## config.mk

```make
export PLATFORM = sky130hd
export DESIGN_NAME = trigger_transmitter
export DESIGN_NICKNAME = d
export VERILOG_FILES = /design/src/rtl/trigger_transmitter.sv
export SDC_FILE = /design/constraint.sdc
export NUM_CORES = 1
export LEC_CHECK = 0
export ABC_AREA = 0
export BUFFER_PORTS_ARGS = -buffer_cell sky130_fd_sc_hd__buf_2
export CAP_MARGIN = 20
export CORE_ASPECT_RATIO = 1.75
export CORE_MARGIN = 8
export CORE_UTILIZATION = 55
export DETAILED_ROUTE_END_ITERATION = 10
export GPL_TIMING_DRIVEN = 0
export MAX_ROUTING_LAYER = met4
export PLACE_DENSITY = 0.77
export SYNTH_ARGS = -nofsm -noshare
export SYNTH_HDL_FRONTEND = slang
export SYNTH_SLANG_ARGS = --single-unit
```

## constraint.sdc

```tcl
create_clock -name i_clock -period 5 [get_ports i_clock]
set_input_delay 0.75 -clock i_clock [delete_from_list [all_inputs] [get_ports i_clock]]
set_output_delay 0.75 -clock i_clock [all_outputs]
set_load 0.005 [all_outputs]
```

## src/rtl/trigger_transmitter.sv

```systemverilog
// Trigger transmitter: queues tagged trigger requests in a small FIFO and
// serializes each as a 3-bit frame (start bit, tag[1], tag[0]) on o_trig.
module trigger_transmitter #(
  parameter int DEPTH = 4,
  parameter int CNTW  = 16
) (
  input  logic            i_clock,
  input  logic            i_reset,
  input  logic            i_trig_req,
  input  logic            i_clr_err,
  output logic            o_trig,
  output logic            o_accept,
  output logic [1:0]      o_accept_tag,
  output logic            o_full,
  output logic            o_busy,
  output logic            o_overflow,
  output logic [CNTW-1:0] o_sent_cnt
);

  localparam int AW = $clog2(DEPTH);
  localparam int CW = AW + 1;
  localparam logic [CW-1:0] FULL_CNT = CW'(DEPTH);

  typedef enum logic [1:0] {S_IDLE, S_SB, S_B1, S_B0} state_t;

  state_t            r_state;
  logic [1:0]        r_mem [DEPTH];
  logic [AW-1:0]     r_wptr;
  logic [AW-1:0]     r_rptr;
  logic [CW-1:0]     r_count;
  logic [1:0]        r_tag;
  logic [1:0]        r_shift;
  logic              r_trig;
  logic              r_accept;
  logic [1:0]        r_accept_tag;
  logic              r_full;
  logic              r_busy;
  logic              r_overflow;
  logic [CNTW-1:0]   r_sent_cnt;

  logic              w_empty;
  logic              w_push;
  logic              w_pop;
  logic              w_reject;
  logic [CW-1:0]     w_count_nxt;

  // Full comes from the registered occupancy, so a same-edge pop never frees room for a push.
  assign w_empty  = (r_count == {CW{1'b0}});
  assign w_push   = i_trig_req & ~r_full & ~i_reset;
  assign w_reject = i_trig_req & r_full;
  assign w_pop    = ~w_empty & ((r_state == S_IDLE) | (r_state == S_B0));

  // Next FIFO occupancy from this edge's push/pop pair.
  always_comb begin
    w_count_nxt = r_count;
    case ({w_push, w_pop})
      2'b10:   w_count_nxt = r_count + CW'(1);
      2'b01:   w_count_nxt = r_count - CW'(1);
      default: w_count_nxt = r_count;
    endcase
  end

  // FIFO storage; contents need no reset since occupancy gates every read.
  always_ff @(posedge i_clock) begin
    if (w_push) begin
      r_mem[r_wptr] <= r_tag;
    end
  end

  // FIFO pointers, occupancy and the derived Full/Busy flags.
  always_ff @(posedge i_clock) begin
    if (i_reset) begin
      r_wptr  <= {AW{1'b0}};
      r_rptr  <= {AW{1'b0}};
      r_count <= {CW{1'b0}};
      r_full  <= 1'b0;
      r_busy  <= 1'b0;
    end else begin
      if (w_push) r_wptr <= r_wptr + AW'(1);
      if (w_pop)  r_rptr <= r_rptr + AW'(1);
      r_count <= w_count_nxt;
      r_full  <= (w_count_nxt == FULL_CNT);
      r_busy  <= (r_state == S_SB) | (r_state == S_B1) | ~w_empty |
                 (w_count_nxt != {CW{1'b0}});
    end
  end

  // Tag generator, accept handshake and sticky overflow (set beats clear).
  always_ff @(posedge i_clock) begin
    if (i_reset) begin
      r_tag        <= 2'b00;
      r_accept     <= 1'b0;
      r_accept_tag <= 2'b00;
      r_overflow   <= 1'b0;
    end else begin
      r_accept <= w_push;
      if (w_push) begin
        r_tag        <= r_tag + 2'd1;
        r_accept_tag <= r_tag;
      end
      if (w_reject)       r_overflow <= 1'b1;
      else if (i_clr_err) r_overflow <= 1'b0;
    end
  end

  // Serializer: o_trig is loaded with the bit belonging to the state being entered.
  always_ff @(posedge i_clock) begin
    if (i_reset) begin
      r_state    <= S_IDLE;
      r_trig     <= 1'b0;
      r_shift    <= 2'b00;
      r_sent_cnt <= {CNTW{1'b0}};
    end else begin
      case (r_state)
        S_IDLE: begin
          if (!w_empty) begin
            r_state <= S_SB;
            r_trig  <= 1'b1;
            r_shift <= r_mem[r_rptr];
          end else begin
            r_trig  <= 1'b0;
          end
        end
        S_SB: begin
          r_state <= S_B1;
          r_trig  <= r_shift[1];
        end
        S_B1: begin
          r_state <= S_B0;
          r_trig  <= r_shift[0];
        end
        S_B0: begin
          r_sent_cnt <= r_sent_cnt + CNTW'(1);
          if (!w_empty) begin
            r_state <= S_SB;
            r_trig  <= 1'b1;
            r_shift <= r_mem[r_rptr];
          end else begin
            r_state <= S_IDLE;
            r_trig  <= 1'b0;
          end
        end
        default: begin
          r_state <= S_IDLE;
          r_trig  <= 1'b0;
        end
      endcase
    end
  end

  assign o_trig       = r_trig;
  assign o_accept     = r_accept;
  assign o_accept_tag = r_accept_tag;
  assign o_full       = r_full;
  assign o_busy       = r_busy;
  assign o_overflow   = r_overflow;
  assign o_sent_cnt   = r_sent_cnt;

endmodule

```

==> impl_metrics.py <==
metrics = {
    "yosys": {
        "synth-compound-area-share": 0.0880,
        "yosysUniqueCellTypes": 38,
        "synth-edff-count": 8,
        "ys_warn_count": 0,
        "synthArstFlopShare": 0,
        "synth_ff_type": "dfxtp_1",
        "synthMuxAreaShare": 0.0386,
        "synth-simple-area-share": 0.193,
        "syn_area_um2": 1950,
        "syn_nets": 209,
        "synthAdderAreaFrac": 0.0810,
        "synthXorXnorAreaFrac": 0.0720,
        "ys_seq_elements": 44,
        "synth_top_family_by_area": "simple AND/OR/NAND/NOR gates",
        "postSynthCellCount": 193,
        "syn_area_per_cell_um2": 10.1,
        "yosysSeqAreaShare": 0.494,
    },
    "power": {
        "p_sw_frac": 0.327,
        "pwr-share-seq": 0.481,
        "p_leak_nw": 0.882,
        "power_w": 0.000950,
        "p_clk_frac": 0.216,
        "p_per_area_nw_per_um2": 431,
        "p_comb_frac": 0.303,
        "peakVddDrop_v": 0.000315,
        "p_int_w": 0.000640,
        "switchingPower_w": 0.000310,
    },
    "sta": {
        "finalCritPeriodShare": 0.593,
        "max_freq_ghz": 0.337,
        "fin_setup_tns_ns": 0,
        "hold_violations": 0,
        "rsz0062_at_grt": "no",
        "drv_slew": 0,
        "period_needed_ns": 2.97,
        "finalSetupViolCount": 0,
        "skew_ns": 0.00516,
        "slew_headroom": 0.618,
        "tightest_slew_ns": 0.570,
        "whs_ns": 0.472,
    },
    "floorplanning": {
        "dieWidth_um": 61.0,
        "io-pin-count": 27,
        "die_area_um2": 5770,
        "coreArea_um2": 3400,
        "start_util": 0.573,
        "placementRows": 28,
        "die_h_um": 94.7,
    },
    "detailed_routing": {
        "drtAntennaViolNets": 0,
        "routedWlPerCell_um": 13.8,
        "dr.pass1.iters": 4,
        "highest-signal-layer": "met4",
        "viasPerCell": 5.31,
        "via_count": 1434,
        "wl_met2_um": 2110,
        "drcViolationCount": 0,
        "drt_wl_total_um": 3730,
        "drt_iter0_markers": 41,
        "wl_met1_um": 1360,
        "wl_met3_um": 198,
    },
    "critical_path": {
        "startpoint_type": "input port",
        "endpoint_kind": "register",
        "arrival_ns": 3.20,
        "ff2ff_path_depth": 9,
        "worst-setup-path-type": "in2reg",
        "crit_fanout": 10,
        "required_ns": 5.23,
    },
    "cts": {
        "cts_setup_buffers": 0,
        "cts_hold_buf": 0,
        "clock_path_buffers": 2,
        "insertion_delay_ns": 0.29,
        "root_buffer": "clkbuf_8",
        "cts.reportedPaths.clkPinSlew_ns": 0.08,
        "htreeDepth": 2,
        "cts.sinks": 44,
        "cts_made_buffers": 5,
        "cts_resized": 0,
        "cts_tree": "done",
    },
    "layout": {
        "final_nets": 241,
        "layout-drive-gt1-share": 0.173,
        "n_fill_cell": 316,
        "fin_util": 0.649,
        "multiInputGateArea_um2": 921,
        "syn_to_final_growth_pct": 13.2,
        "finalNonFillerCells": 270,
        "ff_latch_area_um2": 961,
        "n_antenna_cell": 0,
    },
    "global_route": {
        "antenna_found_initial": 0,
        "grt_pass1_wl_um": 6060,
        "grt_start_max_net_pins": 13,
        "overflow": 0,
        "first_global_vias": 1364,
        "track_usage": 0.143,
    },
    "placement": {
        "port-buffer-count": 25,
        "place.gp.congestion": 0.757,
        "dp.cells": 263,
        "dp_hpwl_um": 2830,
    },
    "flow_run": {
        "drv_cap": 0,
    },
    "min_path": {
        "worstHoldPathCells": 2,
        "hp-class": "reg2reg",
    },
    "outcome": {
        "status": "completed",
    },
}
[kinds of logic after synthesis]
family,after synthesis
muxes,5
buffers and inverters,17
adders and majority gates,12
DFF,44
AOI/OAI and AO/OA,29
and+or+nand+nor,70
xor gates and xnor gates,16
[final cells by class]
class                      count  share of cell area
timing repair buffer          25              0.0568
buffer                         7              0.0125
inverter                      10              0.0170
tap                           45              0.0255
sequential                    44               0.436
multi-input combinational    132               0.418
clock buffer                   7              0.0346
[power groups by stage]
stage,registers (W),clock network (W),logic [W]
CTS,0.000457,0.000212,0.000292
floorplan,0.000456,0,0.000229
global route,0.000465,0.000224,0.000328
global placement,0.000464,0,0.000282
finish,0.000457,0.000205,0.000287
detailed placement,0.000465,0,0.000288
[worst paths after layout]
kind | start | end | slack, ns
max | i_reset | o_full | 2.03
min | o_accept_tag[1] | o_accept_tag[1] | 0.47
max reg2reg | o_full | o_full | 2.31
min reg2reg | o_accept_tag[1] | o_accept_tag[1] | 0.47
[worst max-delay path, cell delays in order]
cell	delay (ns)
clkbuf_1	0.16
nor3b_1	0.44
clkbuf_1	0.36
inv_1	0.08
ha_1	0.24
fa_1	0.38
xnor2_1	0.14
or3_1	0.31
a21oi_1	0.18
nor2b_1	0.16
[metal layers]
metal,vias up,GRT usage
met2,21,0.265
met3,5,0.0490
met4,0,0.0528
met1,683,0.125
li1,725,-
met5,-,-
[metrics by stage]
stage,setup slack (ns),cell area (um2)
4_1_cts,2.00,2200
3_3_place_gp,1.75,2130
6_report,2.03,2200
5_1_grt,1.83,2200
3_5_place_dp,1.71,2130
2_1_floorplan,2.05,1950
[synth_stat cells (all sizes together) (4+ instances only)]
cell,number,area [um2]
a21oi,11,55.1
inv,10,37.5
nand2,12,45.0
edfxtp,8,240
or3,4,26.3
xor2,6,52.6
clkbuf,6,22.5
ha,11,138
nand2b,4,25.0
and2,4,25.0
nand4,4,40.0
dfxtp,36,721
xnor2,10,87.6
nor2,23,86.3
nor3,5,30.0
o21ai,8,40.0
[placed cells by master (no fill, tap or decap), types with 2 or more instances in the layout]
master and count:
edfxtp_1 8, a31oi_1 2, nand3_1 2, o31ai_1 2, clkbuf_8 5, xor2_1 6, buf_2 26, nor3b_1 3
nand4_1 3, dfxtp_1 36, and2_1 4, xnor2_1 10, o21ai_0 8, ha_1 11, or3_1 3, nand2b_1 4
inv_1 10, mux4_2 2, a22oi_1 2, nor4_1 2, nor3_1 4, clkbuf_1 8, nor2_1 23, nand2_1 12
mux2i_1 3, nor2b_1 3, a21oi_1 11
[registers in the layout, summed over array words and instances, names as in the netlist, 2 cells and up]
register      flops
o_sent_cnt       16
r_mem             8
r_count           3
o_accept_tag      2
r_rptr            2
r_shift           2
r_state           2
r_tag             2
r_wptr            2
No activity file was read; power rests on OpenSTA's default activity.
